File: config.mk
export PLATFORM = sky130hd
export DESIGN_NAME = bus_reader
export DESIGN_NICKNAME = d
export VERILOG_FILES = /design/src/rtl/bus_reader.sv
export SDC_FILE = /design/constraint.sdc
export NUM_CORES = 1
export LEC_CHECK = 0
export ABC_AREA = 1
export CAP_MARGIN = 15
export CORE_UTILIZATION = 56
export CTS_CLUSTER_SIZE = 8
export DETAILED_ROUTE_END_ITERATION = 16
export GPL_TIMING_DRIVEN = 1
export PLACE_DENSITY = 0.79
export REMOVE_ABC_BUFFERS = 1
export SLEW_MARGIN = 20
export SYNTH_ARGS = -nofsm -noshare
export SYNTH_HDL_FRONTEND = slang
export SYNTH_SLANG_ARGS = --single-unit
File: constraint.sdc
create_clock -name clk -period 4.45 [get_ports clk]
set_clock_uncertainty 0.2 [all_clocks]
set_input_delay 0.89 -clock clk [delete_from_list [all_inputs] [get_ports clk]]
set_output_delay 0.89 -clock clk [all_outputs]
set_load 0.02 [all_outputs]
File: src/rtl/bus_reader.sv
// Receive side of the tri-state counter bus: enables the driver, waits a settle
// time, captures the bus, releases it, and queues {sample, delta} in a show-ahead FIFO.
module bus_reader #(
  parameter int WIDTH  = 8,
  parameter int DEPTH  = 4,
  parameter int SETTLE = 1
) (
  input  logic                       clk,
  input  logic                       rst_n,
  input  logic                       req,
  input  logic [WIDTH-1:0]           bus,
  output logic                       oe,
  output logic                       busy,
  output logic [WIDTH-1:0]           out_data,
  output logic [WIDTH-1:0]           out_delta,
  output logic                       out_valid,
  input  logic                       out_ready,
  output logic [$clog2(DEPTH+1)-1:0] count,
  output logic                       overflow,
  input  logic                       clr_ovf
);

  localparam int AW = $clog2(DEPTH);
  localparam int CW = $clog2(DEPTH+1);
  localparam int SW = $clog2(SETTLE+1);

  // Handshake: an entry leaves the FIFO on any edge where out_valid and
  // out_ready are both high; out_valid never depends on out_ready.

  typedef enum logic [1:0] {IDLE, DRIVE, CAPTURE, RELEASE} state_t;

  state_t          state, state_nxt;
  logic [SW-1:0]   settle_cnt, settle_nxt;

  logic [WIDTH-1:0] mem_data  [DEPTH];
  logic [WIDTH-1:0] mem_delta [DEPTH];
  logic [AW-1:0]    wr_ptr, rd_ptr;
  logic [WIDTH-1:0] prev;
  logic             full, capture, push, drop, pop;

  always_ff @(posedge clk) begin
    if (!rst_n) begin
      state      <= IDLE;
      settle_cnt <= '0;
      oe         <= 1'b0;
    end else begin
      state      <= state_nxt;
      settle_cnt <= settle_nxt;
      oe         <= (state_nxt == DRIVE) || (state_nxt == CAPTURE);
    end
  end

  always_comb begin
    state_nxt  = state;
    settle_nxt = settle_cnt;
    case (state)
      IDLE: begin
        if (req) begin
          state_nxt  = DRIVE;
          settle_nxt = SW'(SETTLE - 1);
        end
      end
      DRIVE: begin
        if (settle_cnt == '0) state_nxt = CAPTURE;
        else                  settle_nxt = settle_cnt - SW'(1);
      end
      CAPTURE: state_nxt = RELEASE;
      RELEASE: state_nxt = IDLE;
      default: state_nxt = IDLE;
    endcase
  end

  assign busy = (state != IDLE);

  // Fullness is judged before any same-edge pop, so a pop never makes room
  // for the sample being captured on that edge.
  assign full      = (count == CW'(DEPTH));
  assign capture   = (state == CAPTURE);
  assign push      = capture && !full;
  assign drop      = capture && full;
  assign out_valid = (count != '0);
  assign pop       = out_valid && out_ready;
  assign out_data  = mem_data[rd_ptr];
  assign out_delta = mem_delta[rd_ptr];

  always_ff @(posedge clk) begin
    if (push) begin
      mem_data[wr_ptr]  <= bus;
      mem_delta[wr_ptr] <= bus - prev;
    end
  end

  always_ff @(posedge clk) begin
    if (!rst_n) begin
      wr_ptr   <= '0;
      rd_ptr   <= '0;
      count    <= '0;
      prev     <= '0;
      overflow <= 1'b0;
    end else begin
      if (push) begin
        wr_ptr <= wr_ptr + AW'(1);
        prev   <= bus;
      end
      if (pop) rd_ptr <= rd_ptr + AW'(1);
      count <= count + CW'(push) - CW'(pop);
      if (drop)         overflow <= 1'b1;
      else if (clr_ovf) overflow <= 1'b0;
    end
  end

endmodule
==> impl_results.md <==
* Antenna viol nets, final at 0
* Slew headroom at 40.9%
* GRT overflow at 0
* Status: finished clean
* Met1 Use GR at 26.2%
* Yosys warns at 0
* Worst R2R End: mem_data[1][4]
* Number of diodes at 0
* Post-DP HPWL at 4380 um
* # DRC at 0
* First-pass GRT wire length at 11600 um
* Gp weighted congestion at 0.797
* Power Density at 628 nW/um^2
* GRT Max-Usage Layer: met2
* Post-synth top cells: edfxtp_1, nor2_1, nand2_1
* IO Count at 36
* Count of input and output buffers at 35
* H-tree Lvls at 3
* Die area at 6920 um^2
* Min Tclk post-route at 3.37 ns
* Hold Crit Class: reg2reg
* #FFs+latches synth at 85
* TritonCTS clock tree: done
* Dominant synthesized flop cell: edfxtp_1
* Via density at 5.32
* Layout cell share with drive strength beyond 1 at 10.1%
* Initial antenna violation count at 0
* Post_cts resized at 0
* DR vias at 2461
* WL/cell at 14.7 um
* Maxcap violations at 0
* Worst-Skew Late Latency at 0.36 ns
* Max Fclk at 297 MHz
* Synth unique cells at 27
* Post-layout utilization of the core at 68.2%
* Unrepaired setup endpoints after global routing: no
* Total power at 2.72 mW
* Synthesis-to-finish area growth at 17.3%
* Setup WS pre-CTS at 1.40 ns
* Post-synth EDFFs at 64
* Met3 GRT Util at 3.98%
* Seq/Total Area, Yosys at 63.5%
* Most common cell in the netlist: edfxtp_1
* Final Slew Violations at 0
* CTS clk-pin slew, worst paths at 0.07 ns
* Post-synth top area share at 52.1%
* Setup Buffers After CTS at 0
* Fraction of registers with async set/reset at 0%
* Routed WL at 6790 um
* FF-to-FF Start: state[0]
* Crit path max fanout at 33
* Critical Path RT at 3.36 ns
* Root Driver: clkbuf_8
* Clock tree buffer depth at 2
* Core Area at 6350 um^2
* Row cnt at 29
* Worst setup SP type: flip-flop
* Worst Hold Slack at 0.290 ns
* Final worst slack at 1.08 ns
* Max VDD drop at 0.450 mV
* GR Util met2 at 38.2%
* R2r setup slk at 2.13 ns
* Leak at 1.66 nW
* Layout Nets at 411
* Slew @ Worst Pin at 0.883 ns
* CP Data Arrival Time at 2.28 ns
* Syn Area/Cell at 10.9 um^2
* Critical path type: reg2out
* Initial drt markers at 222
* Top cells by area, synth: edfxtp_1, dfxtp_1, nor2_1, ha_1, o21ai_1
* Cell taking the most area after synthesis: edfxtp_1
* Hold Vio Cnt, Final at 0
* Clock sinks at 85
* Syn Inst Count at 340
* Mapped Area at 3690 um^2
* Width of the die at 83.2 um
* Drt first pass iters at 4
* TritonCTS Buffers at 9
* Setup crit end: out_data[0]
* Final setup TNS at 0 ns
* Vias in the first global route at 2428
* All-Layer GR Usage at 22.0%
* Initial cell density of the core at 58.1%
* Die Y at 83.2 um
* Hold buffers post-CTS at 0
* Fin crit share at 75.7%
* Reg2Reg Depth at 5
* # setup viols final at 0
* Crit end category: output port
* Largest net degree at the start of global routing at 34
[worst min path at each step]
stage	start	end	slack (ns)	cells past startpoint
global route	prev[6]	prev[6]	0.31	2
detailed placement	prev[2]	prev[2]	0.28	2
CTS	prev[2]	prev[2]	0.29	2
floorplan	prev[1]	prev[1]	0.26	2
global placement	overflow	overflow	0.26	2
finish	prev[2]	prev[2]	0.29	2
[area by class of cell]
| class | instances | area, um^2 |
|---|---|---|
| clock buffers | 11 | 141 |
| flip-flops and latches | 85 | 2340 |
| well taps | 77 | 96.3 |
| multi-input cells | 203 | 1130 |
| fillers | 476 | 2020 |
| inverters | 42 | 158 |
| repair buffers | 40 | 388 |
| clock inverters | 5 | 75.1 |
[state kept, by name (all words and copies together), names as in the netlist, named ones only]
register   cells
count          3
mem_data      32
mem_delta     32
oe             1
overflow       1
prev           8
rd_ptr         2
state          2
wr_ptr         2
[where the power goes]
part           switching [mW]  internal [mW]  total (mW)
registers              0.0577           1.03        1.08
logic                   0.628          0.416        1.04
clock network           0.261          0.329       0.590
total                   0.947           1.77        2.72
[cell usage in the layout, fill, tap and decap left out, types with 2 or more instances in the layout]
master,n
a21oi_1,7
buf_4,5
bufinv_16,2
clkbuf_8,10
clkdlybuf4s50_1,35
clkinv_2,3
dfxtp_1,21
edfxtp_1,64
fa_1,2
ha_1,15
inv_1,36
inv_2,6
nand2_1,37
nand3_1,6
nand3_2,2
nand3b_1,2
nor2_1,57
nor2_2,5
o21ai_0,8
o21ai_1,30
o21ai_2,5
o22ai_1,16
or2_1,3
xnor2_1,2
xor2_1,2
[per-layer routing]
layer | part of all wire (%) | vias up
li1 | - | 1231
met5 | 0 | -
met1 | 43 | 1157
met4 | 2.1 | 0
met3 | 5.4 | 12
met2 | 50 | 61
[worst max-delay path: stages (launching register included)]
cell             delay, ns
dfxtp_1               0.30
buf_4                 0.23
inv_2                 0.45
nor2_1                0.08
o22ai_1               0.22
clkdlybuf4s50_1       0.64
[logic make-up after synthesis]
group,share of synthesized area (%)
buf+inv,5.93
flops,63.5
fa+ha+maj,6.17
simple gates,13.5
xor+xnor,0.950
compound gates,10.0
[stage by stage]
| stage | instance area (um^2) | std cells |
|---|---|---|
| global placement | 4110 | 447 |
| global route | 4330 | 463 |
| CTS | 4330 | 463 |
| detailed placement | 4110 | 447 |
| finish | 4330 | 463 |
| floorplan | 3630 | 330 |
(Power assumes the default switching activity.)
